$ cat src/rtl/nco_pkg.sv
`default_nettype none
// +----------------------------------------------------------------------------+
// | Package : nco_pkg                                                          |
// | Shared channel count, tag FIFO depth, angle width and NCO result layout.   |
// | Rev     : 1.0  initial release                                             |
// +----------------------------------------------------------------------------+
package nco_pkg;

   localparam int NCH       = 4;
   localparam int CH_W      = $clog2(NCH);
   localparam int TAG_DEPTH = 16;
   localparam int ANGLE_W   = 32;

   typedef logic [CH_W-1:0] chan_t;

   typedef struct packed {
      logic [15:0] im;
      logic [15:0] re;
   } nco_iq_t;

endpackage
`default_nettype wire

$ cat src/rtl/nco_tag_fifo.sv
`default_nettype none
// +----------------------------------------------------------------------------+
// | Module : nco_tag_fifo                                                      |
// | In-order channel-tag FIFO; push and pop may coincide even when full/empty. |
// | Rev    : 1.0  initial release                                              |
// +----------------------------------------------------------------------------+
module nco_tag_fifo #(
   parameter int DEPTH = 16,
   parameter int W     = 2,
   parameter int CNT_W = $clog2(DEPTH + 1)
) (
   input  logic             clk,
   input  logic             reset_n,
   input  logic             push,
   input  logic [W-1:0]     push_dat,
   input  logic             pop,
   output logic [W-1:0]     head,
   output logic             empty,
   output logic [CNT_W-1:0] count
);

   localparam int PTR_W = $clog2(DEPTH);

   logic [W-1:0]     r_mem [DEPTH];
   logic [PTR_W-1:0] r_wr;
   logic [PTR_W-1:0] r_rd;
   logic [CNT_W-1:0] r_cnt;
   logic             w_full;
   logic             w_do_push;
   logic             w_do_pop;

   // Depth need not be a power of two, so pointers wrap explicitly.
   function automatic logic [PTR_W-1:0] f_next(input logic [PTR_W-1:0] p);
      return (p == PTR_W'(DEPTH - 1)) ? '0 : p + PTR_W'(1);
   endfunction

   assign empty     = (r_cnt == '0);
   assign w_full    = (r_cnt == CNT_W'(DEPTH));
   assign w_do_pop  = pop & !empty;
   assign w_do_push = push & (!w_full | w_do_pop);
   assign head      = r_mem[r_rd];
   assign count     = r_cnt;

   always_ff @(posedge clk) begin
      if (w_do_push) begin
         r_mem[r_wr] <= push_dat;
      end
   end

   always_ff @(posedge clk or negedge reset_n) begin
      if (!reset_n) begin
         r_wr  <= '0;
         r_rd  <= '0;
         r_cnt <= '0;
      end else begin
         if (w_do_push) r_wr <= f_next(r_wr);
         if (w_do_pop)  r_rd <= f_next(r_rd);
         case ({w_do_push, w_do_pop})
            2'b10:   r_cnt <= r_cnt + CNT_W'(1);
            2'b01:   r_cnt <= r_cnt - CNT_W'(1);
            default: r_cnt <= r_cnt;
         endcase
      end
   end

endmodule
`default_nettype wire

$ cat src/rtl/nco_chan_sched.sv
`default_nettype none
// +----------------------------------------------------------------------------+
// | Module : nco_chan_sched                                                    |
// | Round-robin time-sharing of one NCO pipeline between NCH phase channels.   |
// | Rev    : 1.0  initial release                                              |
// +----------------------------------------------------------------------------+
module nco_chan_sched
   import nco_pkg::*;
#(
   parameter int DAT_W = $bits(nco_iq_t)
) (
   input  logic               clk,
   input  logic               reset_n,
   input  logic               cfg_we,
   input  logic [CH_W-1:0]    cfg_ch,
   input  logic [31:0]        cfg_freq,
   input  logic [31:0]        cfg_phase,
   input  logic               cfg_sync,
   input  logic [NCH-1:0]     ch_en,
   output logic [31:0]        i_angle_dat,
   output logic               i_angle_req,
   input  logic               i_angle_ack,
   input  logic [DAT_W-1:0]   t_nco_dat,
   input  logic               t_nco_req,
   output logic               t_nco_ack,
   output logic [DAT_W-1:0]   o_dat,
   output logic [CH_W-1:0]    o_ch,
   output logic               o_req,
   input  logic               o_ack,
   output logic               err
);

   localparam int CNT_W = $clog2(TAG_DEPTH + 1);

   logic [ANGLE_W-1:0] r_acc   [NCH];
   logic [ANGLE_W-1:0] r_freq  [NCH];
   logic [ANGLE_W-1:0] r_phase [NCH];
   chan_t              r_ptr;
   chan_t              r_tag;
   logic               r_req;
   logic [ANGLE_W-1:0] r_dat;
   logic               r_err;

   chan_t              w_grant;
   logic               w_grant_vld;
   logic               w_slot_free;
   logic               w_load;
   logic               w_push;
   logic               w_pop;
   logic               w_empty;
   chan_t              w_head;
   logic [CNT_W-1:0]   w_count;
   logic [CNT_W:0]     w_inflight;

   assign i_angle_req = r_req;
   assign i_angle_dat = r_dat;
   assign err         = r_err;

   // Descending scan so the lowest offset from the pointer wins.
   always_comb begin
      w_grant_vld = 1'b0;
      w_grant     = r_ptr;
      for (int k = NCH - 1; k >= 0; k--) begin
         if (ch_en[r_ptr + chan_t'(k)]) begin
            w_grant_vld = 1'b1;
            w_grant     = r_ptr + chan_t'(k);
         end
      end
   end

   // A transferring slot tag moves into the FIFO, so slot + FIFO stays constant.
   assign w_inflight  = {1'b0, w_count} + (CNT_W + 1)'(r_req);
   assign w_slot_free = !r_req | i_angle_ack;
   assign w_load      = w_slot_free & w_grant_vld &
                        (w_inflight < (CNT_W + 1)'(TAG_DEPTH));
   assign w_push      = r_req & i_angle_ack;

   always_ff @(posedge clk or negedge reset_n) begin
      if (!reset_n) begin
         r_req <= 1'b0;
         r_dat <= '0;
         r_tag <= '0;
         r_ptr <= '0;
      end else if (w_load) begin
         r_req <= 1'b1;
         r_dat <= r_acc[w_grant] + r_phase[w_grant];
         r_tag <= w_grant;
         r_ptr <= w_grant + chan_t'(1);
      end else if (i_angle_ack) begin
         r_req <= 1'b0;
      end
   end

   always_ff @(posedge clk or negedge reset_n) begin
      if (!reset_n) begin
         for (int c = 0; c < NCH; c++) begin
            r_acc[c]   <= '0;
            r_freq[c]  <= '0;
            r_phase[c] <= '0;
         end
      end else begin
         for (int c = 0; c < NCH; c++) begin
            if (cfg_we && (cfg_ch == chan_t'(c))) begin
               r_freq[c]  <= cfg_freq;
               r_phase[c] <= cfg_phase;
            end
            if (cfg_sync) begin
               r_acc[c] <= '0;
            end else if (w_load && (w_grant == chan_t'(c))) begin
               r_acc[c] <= r_acc[c] + r_freq[c];
            end
         end
      end
   end

   nco_tag_fifo #(
      .DEPTH    (TAG_DEPTH),
      .W        (CH_W),
      .CNT_W    (CNT_W)
   ) u_tag_fifo (
      .clk      (clk),
      .reset_n  (reset_n),
      .push     (w_push),
      .push_dat (r_tag),
      .pop      (w_pop),
      .head     (w_head),
      .empty    (w_empty),
      .count    (w_count)
   );

   assign o_dat     = t_nco_dat;
   assign o_ch      = w_head;
   assign o_req     = t_nco_req & !w_empty;
   assign t_nco_ack = o_ack & !w_empty;
   assign w_pop     = t_nco_req & t_nco_ack;

   always_ff @(posedge clk or negedge reset_n) begin
      if (!reset_n) begin
         r_err <= 1'b0;
      end else if (t_nco_req && w_empty) begin
         r_err <= 1'b1;
      end
   end

endmodule
`default_nettype wire

$ cat config.mk
export PLATFORM = sky130hd
export DESIGN_NAME = nco_chan_sched
export DESIGN_NICKNAME = d
export VERILOG_FILES = /design/src/rtl/nco_pkg.sv /design/src/rtl/nco_tag_fifo.sv /design/src/rtl/nco_chan_sched.sv
export SDC_FILE = /design/constraint.sdc
export NUM_CORES = 1
export LEC_CHECK = 0
export BUFFER_PORTS_ARGS = -buffer_cell sky130_fd_sc_hd__buf_2
export CAP_MARGIN = 5
export CORE_UTILIZATION = 41
export DETAILED_ROUTE_END_ITERATION = 10
export GPL_ROUTABILITY_DRIVEN = 0
export GPL_TIMING_DRIVEN = 0
export SKIP_LAST_GASP = 1
export SLEW_MARGIN = 20
export SYNTH_ARGS = -nofsm -noshare
export SYNTH_HDL_FRONTEND = slang
export SYNTH_SLANG_ARGS = --single-unit
$ cat constraint.sdc
create_clock -name clk -period 14.9 [get_ports clk]
set_input_delay 0.745 -clock clk [delete_from_list [all_inputs] [get_ports clk]]
set_output_delay 0.745 -clock clk [all_outputs]
set_load 0.02 [all_outputs]
; Word level (Yosys, flattened, before mapping)
; Memory sizes are Yosys's and may differ from the RTL's.
; Index checks and enable logic that the tools add are counted.
[classes]
addsub = 14
multipliers = 0
n_div = 0
n_lt_le_gt_ge = 6
eq_ne = 11
shifts = 0
mux = 37
n_bitwise = 11
n_reduce_logical = 21
[ops]
columns = cell, count
row1 = $mux W32, 12
row2 = $add A32 B32 Y32, 5
row3 = $bmux W32 S2, 2
row4 = $lt A2 B3 Y1 const B, 4
row5 = $mux W1, 12
row6 = $reduce_bool A2 Y1, 6
row7 = $eq A2 B2 Y1 const B, 5
row8 = $pmux W5 S2, 1
row9 = $logic_and A1 B1 Y1, 9
row10 = $add A4 B1 Y4 const B, 2
row11 = $and A1 B1 Y1, 8
row12 = $bmux W1 S2, 4
row13 = $eq A4 B4 Y1 const B, 2
row14 = $mux W2, 4
row15 = $mux W4, 2
row16 = $add A5 B1 Y6, 1
row17 = $eq A2 B1 Y1 const B, 3
row18 = $lt A6 B5 Y1 const B, 1
row19 = $add A5 B1 Y5 const B, 1
row20 = $eq A5 B5 Y1 const B, 1
row21 = $logic_not A5 Y1, 1
row22 = $sub A5 B1 Y5 const B, 1
row23 = $add A2 B1 Y2 const B, 2
row24 = $add A2 B2 Y2 const B, 2
row25 = other kinds (5), 9
[totals]
reg_bits = 435
latchBits = 0
ram_bits = 32
rom_bits = 0
in_bits = 109
output_inout_bits = 70
elab_cells = 121
mem_count = 1
[memory_table]
columns = memory, words, word_bits, rd, rd_ports_with_merged_regs, wr, line_no
row1 = u_tag_fifo.r_mem, 16, 2, 1, 0, 1, nco_tag_fifo.sv:24  ; logic [W-1:0] r_mem [DEPTH];

; Logic depth before layout (Yosys ltp)
[depth]
word_depth = 12
ltp_mapped = 19
mapped_depth_nobuf = 17

; Modules after synthesis
; A second synthesis with hierarchy kept.
[unflattened]
hier_cells = 2429
hier_area_um2 = 27303.7
[modules_own_cells]
columns = module, n_inst, cells_per_inst, area_per_inst_um2
row1 = nco_chan_sched, 1, 2253, 25049.0
row2 = nco_tag_fifo, 1, 176, 2254.7

; Worst setup path before layout
; OpenSTA, ideal clock, no wires.
[synth_path]
path_kind = in2reg
start = input port ch_en[2]
end = register r_dat[30] (netlist: i_angle_dat[30])
setup_ps = 135
arrival_time_ps = 5250
t_required_ps = 14765
slack_ps = 9515
path_stages = 19
path_buffers = 2
path_cell_list = nor2b_1 o21ai_0 o221a_2 clkbuf_1 clkbuf_1 mux4_2 ha_1 fa_1 a21oi_1 o21ai_0 a21oi_1 nor3_1 nor3_1 o21ai_0 a221o_1 a211oi_1 a21oi_1 xnor2_1 o21ai_0
[synth_via]
elab_chain_cells = 11
word_cells_on_any_way = 26
classes_between = add/sub: 1 / mux: 22 / bitwise: 3
[synth_lines]
columns = item, line_no
row1 = from (decl), nco_chan_sched.sv:19  ; input logic [NCH-1:0] ch_en,
row2 = $bmux W1 S2, nco_chan_sched.sv:64  ; if (ch_en[r_ptr + chan_t'(k)]) begin
row3 = $mux W1 (implied by the code), nco_chan_sched.sv:64
row4 = $mux W2 (4 in series), nco_chan_sched.sv:64
row5 = $not A2 Y3 (implied by the code), nco_chan_sched.sv:86  ; r_dat <= r_acc[w_grant] + r_phase[w_grant];
row6 = $bmux W32 S2, nco_chan_sched.sv:86
row7 = $mux W32 (implied by the code) (2 in series), nco_chan_sched.sv:86
row8 = $add A32 B32 Y32, nco_chan_sched.sv:86
row9 = to (signal assigned), nco_chan_sched.sv:86
row10 = to (decl), nco_chan_sched.sv:41  ; logic [ANGLE_W-1:0] r_dat;
; Several ways; a longest one is shown, not always the timed one. The select of a mux whose other input is x is not followed.
; A chain may end at the register's enable or synchronous reset.

; Final worst setup path
[layout_path]
start = register r_ptr[0]
end = register r_dat[30] (netlist: i_angle_dat[30])
[layout_via]
elab_chain_cells = 12
word_cells_on_any_way = 29
classes_between = add/sub: 4 / mux: 22 / bitwise: 3
[layout_lines]
columns = item, line_no
row1 = from (decl), nco_chan_sched.sv:38  ; chan_t r_ptr;
row2 = from (signal assigned), nco_chan_sched.sv:88  ; r_ptr <= w_grant + chan_t'(1);
row3 = $add A2 B2 Y2, "nco_chan_sched.sv:64, nco_chan_sched.sv:66"
row4 = $bmux W1 S2, nco_chan_sched.sv:64
row5 = $mux W1 (implied by the code), nco_chan_sched.sv:64
row6 = $mux W2 (4 in series), nco_chan_sched.sv:64
row7 = $not A2 Y3 (implied by the code), nco_chan_sched.sv:86
row8 = $bmux W32 S2, nco_chan_sched.sv:86
row9 = $mux W32 (implied by the code) (2 in series), nco_chan_sched.sv:86
row10 = $add A32 B32 Y32, nco_chan_sched.sv:86
; Several ways; a longest one is shown, not always the timed one. The select of a mux whose other input is x is not followed.

==> results.py <==
metrics = {
    "logic_synthesis": {
        "synthTopCellsByArea": "dfrtp_1 41%, mux2_2 11%, ha_1 7.8%",
        "ys_seq_area_frac": 0.445,
        "ys.flop_type": "dfrtp_1",
        "yosys.area.top_type": "dfrtp_1",
        "ys_types": 70,
        "netlist_area_mm2": 0.0266,
        "yosys_warnings": 0,
        "synth_edf_count": 32,
        "avgSynthCellArea_um2": 11.5,
        "synth_nets": 2606,
        "async_flop_share": 0.931,
        "syn_inst": 2324,
        "synth-seq-cells": 467,
        "synthDominantCellAreaShare": 0.409,
    },
    "global_route": {
        "grt_pass1_wl_um": 115000,
        "antenna_found_initial": 4,
        "grt_max_degree": 103,
        "overflow": 0,
        "grt_usage": 0.225,
        "grt_pass1_vias": 19900,
    },
    "finish": {
        "layout-drive-gt1-share": 0.239,
        "nets": 2810,
        "syn_to_final_growth_pct": 13.8,
        "postLayoutCoreUtil": 0.471,
    },
    "timing": {
        "fin_crit_sh": 0.446,
        "fin_crit_ns": 6.65,
        "finalSetupViolations": 0,
        "relSlewSlack": 0.250,
        "holdWs_ns": 0.167,
        "worstMarginPinSlew_ns": 1.13,
        "rsz0062_at_grt": "false",
        "max_clock_freq_ghz": 0.150,
        "slew_viol_final": 0,
        "finalSetupTns_ns": 0,
        "hold_viol": 0,
        "skew_ns": 0.0165,
    },
    "power": {
        "powerDensity_mw_per_mm2": 187,
        "p_leak_nw": 14.0,
        "vdd_drop_max_v": 0.0000992,
    },
    "die": {
        "dieArea_mm2": 0.0660,
        "rows": 93,
        "core_mm2": 0.0643,
        "die_width_um": 257,
        "die_h_um": 257,
        "initial_utilization": 0.414,
        "io_pins": 179,
    },
    "flow_run": {
        "maxCapViolCount": 0,
    },
    "run_status": {
        "outcome": "completed",
    },
    "clocking": {
        "insertion_delay_ns": 0.60,
        "clkSinkCount": 467,
        "cts_tree": "done",
        "numCtsBuffers": 52,
        "hold_buffers": 0,
        "ctsResizeCount": 0,
        "ctsLongestPathBuffers": 3,
        "cts_max_level": 2,
        "cts_root_buf": "clkbuf_16",
        "post_cts.repair.setup_buffers": 0,
        "clk_pin_slew_ns": 0.06,
    },
    "critical_path": {
        "critPathMaxFanout": 11,
        "cpLargestDelayFamily": "compound AO/OA/AOI/OAI gates",
        "end_kind": "register",
        "crit_chain": "nor2b_1, o21ai_0, o221a_2, clkbuf_1, clkbuf_1, buf_1, mux4_2, fa_1, a21oi_1, o21ai_0, a21oi_1, nor3_1, nor3_1, o21ai_0, a221o_1, a211oi_1, a21oi_1, xnor2_1, o21ai_0",
        "path_class": "reg -> reg",
        "start_kind": "register",
        "critPathBufInv": 3,
        "cp.required_ns": 15.35,
        "arrival_ns": 7.10,
        "cp_slowest_cell": "buf_1",
        "max_stage_delay_ns": 0.70,
        "cp_common_cell": "o21ai_0",
    },
    "routing": {
        "postRouteAntennaNets": 0,
        "wl_per_cell_um": 21.4,
        "vias_per_cell": 5.68,
        "drc_errors": 0,
        "wl_um": 73400,
        "vias": 19400,
        "drt_pass1_iterations": 5,
        "drtIter0Drc": 1321,
    },
    "placed_design": {
        "dpl.hpwl_um": 56600,
        "portBuffers": 145,
    },
    "worst_hold_path": {
        "hp-class": "in -> async",
    },
}
cells in the final DEF, fill, tap and decap left out, types with 16 or more instances in the layout:
cell type / n
nand2_1: 176
mux4_2: 66
nand3_1: 29
edfxtp_1: 32
clkbuf_16: 54
a211oi_1: 18
a22o_1: 60
xnor2_1: 84
ha_1: 167
o31ai_1: 16
buf_2: 144
mux2_2: 260
buf_4: 32
nor2b_1: 21
nand4_1: 16
xor2_1: 58
clkbuf_1: 93
o21ai_0: 154
a21oi_1: 138
dfrtp_1: 435
inv_1: 35
a21o_1: 94
nand2b_1: 23
and2_1: 16
o21bai_1: 16
a31oi_1: 21
nor2_1: 79
registers in the layout (all words and copies together) (netlist names):
name              cells
r_tag                 2
i_angle_req           1
i_angle_dat          32
u_tag_fifo.r_rd       4
u_tag_fifo.count      5
err                   1
r_phase             128
r_ptr                 2
u_tag_fifo.r_mem     32
r_acc               128
r_freq              128
u_tag_fifo.r_wr       4
final cells by class:
| class | count | area (um2) |
|---|---|---|
| repair buffers | 150 | 857 |
| diodes | 2 | 5.00 |
| multi-input cells | 1697 | 14100 |
| flip-flops and latches | 467 | 11800 |
| clock buffers | 67 | 1460 |
| plain buffers | 125 | 592 |
| fillers | 5804 | 34000 |
| inverters | 35 | 131 |
| well taps | 855 | 1070 |
| clock inverters | 28 | 269 |
cells in the mapped netlist (all sizes together), types with 19 or more instances:
library cell,count
a211oi,19
a21o,94
a21oi,139
a22o,60
a31oi,21
buf,38
clkbuf,87
dfrtp,435
edfxtp,32
ha,167
inv,35
mux2,260
mux4,66
nand2,176
nand2b,23
nand3,29
nor2,80
nor2b,21
o21ai,155
xnor2,84
xor2,58
routing by layer:
layer  global-route usage  vias to the layer above  routed length (um)
li1                     -                     9104                   -
met1                0.299                     9803               32700
met2                0.381                      428               35600
met3               0.0323                      110                3200
met4               0.0635                        2                1920
met5                    0                        -                  11
kinds of logic (layout without fill, tap and decap cells):
logic type                 count (synthesis)  after routing  synth area share
other                                      0              2                 0
xor gates and xnor gates                 142            142            0.0467
and+or+nand+nor                          429            429            0.0765
DFF                                      467            467             0.445
muxes                                    333            333             0.168
adders and majority gates                173            173            0.0829
buffers and inverters                    160            405            0.0271
AOI/OAI and AO/OA                        620            620             0.154
final timing paths:
check                                      from  cells after the start  slack [ns]                     endpoint
max reg2reg                r_ptr[0]$_DFFE_PN0P_                     19        8.25  i_angle_dat[30]$_DFFE_PN0P_
min reg2reg                     err$_DFFE_PN0P_                      1        0.46              err$_DFFE_PN0P_
min in group clk                      t_nco_req                      2        0.37              err$_DFFE_PN0P_
max in group asynchronous               reset_n                      3       13.25      r_freq[125]$_DFFE_PN0P_
min                                     reset_n                      1        0.17     r_phase[101]$_DFFE_PN0P_
max                        r_ptr[0]$_DFFE_PN0P_                     19        8.25  i_angle_dat[30]$_DFFE_PN0P_
stage by stage:
step           power (mW)  std cells  instance area, um2  setup slack [ns]
2_1_floorplan        3.65       2324               26600              9.52
3_3_place_gp         4.27       3324               28400              4.40
3_5_place_dp         4.36       3329               28600              7.56
4_1_cts              5.68       3424               30300              8.09
5_1_grt              6.04       3425               30300              7.79
6_report             5.66       3426               30300              8.25
report_power, final:
group | internal, mW | total (mW) | leakage (nW) | switching, mW
combinational | 1.09 | 2.49 | 7.43 | 1.40
sequential | 1.60 | 1.87 | 5.68 | 0.271
clock | 0.761 | 1.30 | 0.847 | 0.539
Power figures use the tool's default switching activity.
